--- src/rtl/tmds_encoder.sv ---
// TMDS 8b/10b channel encoder: transition-minimising stage, then DC-balancing stage.
// Define TMDS_TALLY_OUT_EN to expose the running disparity on tally_out.
module tmds_encoder (
   input  logic       pixel_clk,
   input  logic       rst,
   input  logic [7:0] data_in,
   input  logic [1:0] control_in,
   input  logic       ve_in,
   output logic [9:0] tmds_out
`ifdef TMDS_TALLY_OUT_EN
   ,
   output logic [4:0] tally_out
`endif
);

   logic [8:0] q_m;
   logic       ve_s1;
   logic [1:0] control_s1;
   logic [4:0] tally;

   logic [3:0] n1_d;
   logic       use_xnor;
   logic [8:0] q_m_d;

   always_comb begin
      n1_d = 4'd0;
      for (int i = 0; i < 8; i++) begin
         n1_d = n1_d + {3'b000, data_in[i]};
      end
      use_xnor = (n1_d > 4'd4) || ((n1_d == 4'd4) && !data_in[0]);
      q_m_d    = 9'd0;
      q_m_d[0] = data_in[0];
      for (int i = 1; i < 8; i++) begin
         q_m_d[i] = use_xnor ? ~(q_m_d[i-1] ^ data_in[i]) : (q_m_d[i-1] ^ data_in[i]);
      end
      q_m_d[8] = ~use_xnor;
   end

   logic [3:0] n1_q;
   logic [4:0] diff;
   logic       tally_zero;
   logic       tally_neg;
   logic       q8;
   logic [9:0] sym_nx;
   logic [4:0] tally_nx;

   always_comb begin
      n1_q = 4'd0;
      for (int i = 0; i < 8; i++) begin
         n1_q = n1_q + {3'b000, q_m[i]};
      end
      // N1 - N0 as 5-bit two's complement: 2*N1 - 8
      diff       = {n1_q, 1'b0} - 5'd8;
      tally_zero = (tally == 5'd0);
      tally_neg  = tally[4];
      q8         = q_m[8];
      sym_nx     = 10'd0;
      tally_nx   = 5'd0;
      if (!ve_s1) begin
         case (control_s1)
            2'b00:   sym_nx = 10'b1101010100;
            2'b01:   sym_nx = 10'b0010101011;
            2'b10:   sym_nx = 10'b0101010100;
            default: sym_nx = 10'b1010101011;
         endcase
         tally_nx = 5'd0;
      end else if (tally_zero || (n1_q == 4'd4)) begin
         sym_nx   = {~q8, q8, (q8 ? q_m[7:0] : ~q_m[7:0])};
         tally_nx = q8 ? (tally + diff) : (tally - diff);
      end else if ((!tally_neg && (n1_q > 4'd4)) || (tally_neg && (n1_q < 4'd4))) begin
         sym_nx   = {1'b1, q8, ~q_m[7:0]};
         tally_nx = tally + {3'b000, q8, 1'b0} - diff;
      end else begin
         sym_nx   = {1'b0, q8, q_m[7:0]};
         tally_nx = tally + diff - {3'b000, ~q8, 1'b0};
      end
   end

   always_ff @(posedge pixel_clk) begin
      if (rst) begin
         q_m        <= 9'd0;
         ve_s1      <= 1'b0;
         control_s1 <= 2'b00;
         tally      <= 5'd0;
         tmds_out   <= 10'd0;
      end else begin
         q_m        <= q_m_d;
         ve_s1      <= ve_in;
         control_s1 <= control_in;
         tally      <= tally_nx;
         tmds_out   <= sym_nx;
      end
   end

`ifdef TMDS_TALLY_OUT_EN
   assign tally_out = tally;
`endif

endmodule

--- config.mk ---
export PLATFORM = sky130hd
export DESIGN_NAME = tmds_encoder
export DESIGN_NICKNAME = d
export VERILOG_FILES = /design/src/rtl/tmds_encoder.sv
export SDC_FILE = /design/constraint.sdc
export NUM_CORES = 1
export LEC_CHECK = 0
export BUFFER_PORTS_ARGS = -buffer_cell sky130_fd_sc_hd__buf_2
export CORE_UTILIZATION = 43
export DETAILED_ROUTE_END_ITERATION = 10
export SETUP_SLACK_MARGIN = 0.02
export SYNTH_ARGS = -nofsm -noshare
export SYNTH_HDL_FRONTEND = slang
export SYNTH_SLANG_ARGS = --single-unit
--- constraint.sdc ---
create_clock -name pixel_clk -period 10.3 [get_ports pixel_clk]
set_input_delay 2.06 -clock pixel_clk [delete_from_list [all_inputs] [get_ports pixel_clk]]
set_output_delay 2.06 -clock pixel_clk [all_outputs]
set_load 0.01 [all_outputs]
### After elaboration in Yosys (flattened, before gate mapping)

Cells that the tools add are included.
Widths: inputs -> output; s select.

| word-level totals | value |
|---|---|
| RAM bits | 0 |
| register bits | 27 |
| memories | 0 |
| word-level logic and storage cells | 76 |
| output and inout port bits | 10 |
| bits in latches | 0 |
| ROM bits | 0 |

| cells by class | value |
|---|---|
| multiply operators | 0 |
| eq/ne operators | 4 |
| shift operators | 0 |
| bitwise gates (word level) | 18 |
| div/mod/pow operators | 0 |
| $lt $le $gt $ge | 3 |
| add/sub/neg operators | 20 |
| reductions and logical operators | 11 |
| mux-type cells | 15 |

Operator list:

| cell | count |
|---|---|
| $add 4x1->4 | 8 |
| $mux 10 | 3 |
| $pmux 10 s3 | 1 |
| $mux 5 | 3 |
| $not 1->1 | 10 |
| $sub 5x5->5 | 2 |
| $add 3x1->4 | 2 |
| $eq 4x3->1 const B | 2 |
| $gt 4x3->1 const B | 2 |
| $mux 8 | 1 |
| $not 8->8 | 1 |
| $mux 1 | 7 |
| $xor 1x1->1 | 7 |
| $add 2x1->3 | 2 |
| $add 5x2->5 | 1 |
| $add 5x5->5 | 1 |
| $logic_not 5->1 | 1 |
| $sub 5x2->5 | 1 |
| $sub 5x4->5 const B | 1 |
| $add 1x1->2 | 2 |
| $lt 4x3->1 const B | 1 |
| $logic_and 1x1->1 | 3 |
| $logic_or 1x1->1 | 3 |
| $eq 2x1->1 const B | 1 |
| other kinds (4) | 5 |

### Depth between registers and ports, before layout

| depth | value |
|---|---|
| depth after elaboration | 29 |
| gate-level depth with buffers | 16 |
| mapped depth without buffers | 16 |

### Worst setup path before layout

OpenSTA, ideal clock, no wires.

| timing | value |
|---|---|
| kind | input-to-reg |
| from | input data_in[0] |
| to | register q_m[5] |
| cell stages on the path | 12 |
| data required time | 10.172 ns |
| arrival | 5.051 ns |
| path buffers | 0 |
| slack | 5.121 ns |
| library setup time | 0.128 ns |
| cell sequence | inv_1 fa_1 fa_1 fa_1 inv_1 ha_1 fa_1 nor3b_1 o22ai_1 xor2_2 xor2_1 nor2_1 |

| on the way | value |
|---|---|
| longest elaborated chain between the ends | 23 |

RTL lines:

| element | line | text |
|---|---|---|
| start, declared | 6 | `input logic [7:0] data_in,` |
| branches (longest 22 deep; another with $add 3x1->4) | -- |  |
| $mux 1 * | 34 | `q_m_d[i] = use_xnor ? ~(q_m_d[i-1] ^ data_in[i]) : (q_m_d[i-1] ^ data_in[i]);` |
| end signal, assigned | 87 | `q_m <= q_m_d;` |
| end, declared | 16 | `logic [8:0] q_m;` |

Every way passes the cells marked *.
A chain may end at the register's enable or synchronous reset.

### Final worst setup path

Same ends and word-level chain as after synthesis.

==> metrics.cfg <==
[run_status]
status=complete, no violations

[worst_setup_path]
required_ns=10.47
crit_top_cell=fa_1
crit_path_start_kind=primary input
path_class=primary input to flop
arrival_ns=5.36
critPathSlowestCell=fa_1
path_depth=13
critical_path.max_stage_delay_ns=0.55
rr_worst_depth=16
critPathMaxFanout=3
worstSetupEndpointType=flop
path_cells=buf_2 -> inv_1 -> fa_1 -> fa_1 -> fa_1 -> inv_1 -> ha_1 -> fa_1 -> nor3b_1 -> o22ai_1 -> xor2_2 -> xor2_1 -> nor2_1
crit_family=adder cells
critPathBufInv=3

[routing]
num_vias=1269
drc=0
drt_first_pass_iters=4
drt-vias-per-instance=4.68
drt_iter0_markers=59
ant_nets=0
drt-total-wl_mm=3.19
wl_per_cell_um=11.8

[worst_hold_path]
hold_class=flop to flop
hold_depth=2

[sta]
hold_viol_final=0
fin_skew_ns=0.00495
tightest_slew_ns=0.491
whs_ns=0.578
finalSetupViolCount=0
drv_slew=0
tns_ns=0
finalCritPeriodShare_pct=50.4
rsz0062_at_grt=false
clock.fmax_mhz=193
fin_crit_ns=5.19
slew_headroom_pct=67.0

[finish]
final_area_um2=2130
num_antenna_cells=0
final_nets=271
area_growth_pct=11.8
layout-drive-gt1-share_pct=15.4
post-route-util_pct=51.7

[synth]
ys_seq_area_share_pct=27.4
synthXorXnorAreaFrac_pct=15.5
synth_top_area_cell=dfxtp_1
avgSynthCellArea_um2=9.60
synth_warnings=0
synth_cell_types=32
yosys.area_share.adder_pct=28.8
syn_inst=198
yosysMostFrequentCell=inv_1
synth_compound_area_share_pct=7.90
yosys.area_share.simple_pct=10.7
yosys-top-cells-count=inv_1, dfxtp_1, ha_1, xnor2_1, nor2_1
ys_top_cells_by_area=dfxtp_1, ha_1, fa_1
syn-num-nets=247
netlist_area_um2=1900
synth-main-ff-cell=dfxtp_1
ys_async_sr_fraction_pct=0
synthMuxAreaShare_pct=1.84
synth.ff_latch_count=26
synth_top_area_share_pct=27.4
synth_edf_count=0
synth_top_family_by_area=adder cells

[global_route]
grt_pass1_vias=1251
grt_max_degree=17
antenna_found_initial=0
grt_overflow=0
grt_pass1_wl_mm=5.64
grt_use_total_pct=16.9

[floorplan]
die-width_um=68.5
die-area_um2=4690
die_h_um=68.5
start_util_pct=46.2
num_rows=23
io_pins=23
coreArea_um2=4120

[placed_design]
hpwlAfterDp_mm=2.69
io_buffers=22
postPlaceCellArea_um2=2050
gp_congestion=0.777

[clocking]
cts_resized=0
ctsHoldBuffers=0
cts_root_buffer=clkbuf_8
cts_tree=done
clk_path_buf_depth=2
clock-sinks=26
cts_buffers=3
post-cts-setup-buffers=0
clk_pin_slew_ns=0.09
clk_latency_ns=0.27
htreeDepth=1

[job]
drv_cap=0

[stage by stage]
step / setup WS [ns] / std cells
after floorplan: 5.12 / 198
after global placement: 4.89 / 267
after detailed placement: 4.83 / 267
after CTS: 5.11 / 271
after global routing: 4.93 / 271
final: 5.11 / 271
[registers in the layout, summed over array words and instances, names as in the netlist]
signal / flops
tally: 4
q_m: 9
ve_s1: 1
control_s1: 2
tmds_out: 10
[metal layers]
layer	vias up	GRT usage, %	wire length [um]
met4	0	7.03	55
met5	-	0	0
met1	579	22.7	1640
met2	25	26.3	1400
li1	661	-	-
met3	4	3.00	88
[final cells by class]
cell class	count	area, um^2
clock inverter	1	30.0
fill	395	1990
timing repair buffer	22	110
multi-input combinational	134	1230
clock buffer	3	41.3
sequential	26	520
tap	50	62.6
inverter	35	131
[final timing paths]
kind / start / end / slack [ns]
hold / removal: q_m[6]$_SDFF_PP0_ / tmds_out[6]$_SDFF_PP0_ / 0.58
hold reg to reg: q_m[6]$_SDFF_PP0_ / tmds_out[6]$_SDFF_PP0_ / 0.58
setup / recovery: data_in[0] / q_m[5]$_SDFF_PP0_ / 5.11
setup reg to reg: q_m[0]$_SDFF_PP0_ / tally[4]$_SDFF_PP0_ / 5.86
[cells by family after synthesis]
kind of cell | count (synthesis)
AND/OR/NAND/NOR | 39
buffers and inverters | 38
adder cells (fa/ha/maj) | 36
XOR/XNOR | 31
flip-flops | 26
AO/OA/AOI/OAI | 25
multiplexers | 3
[worst reg2reg max path, cell delays in order (launching register included)]
cell and delay [ns]:
dfxtp_1 0.35, fa_1 0.53, inv_1 0.05, fa_1 0.44, fa_1 0.49, inv_1 0.05, ha_1 0.20, fa_1 0.57
inv_1 0.13, ha_1 0.22, inv_1 0.07, fa_1 0.46, nor3b_1 0.26, nor3_1 0.10, xnor2_1 0.13, a21o_1 0.18
o32ai_1 0.11
[layout by cell type, fill, tap and decap left out, types with 2 or more instances in the layout]
cell,n
nor3_1,3
nor2_1,18
nand2_1,3
nor2b_1,5
clkbuf_8,3
buf_2,22
inv_1,35
mux2i_1,2
nor3b_1,2
or2_2,2
a21o_1,2
xnor2_1,19
xor2_1,10
a211oi_1,2
a21oi_1,16
fa_1,13
dfxtp_1,26
ha_1,23
Power is left out: the tool's default activity adds up to more than one toggle a clock period on the data nets, which glitch-free logic cannot reach.
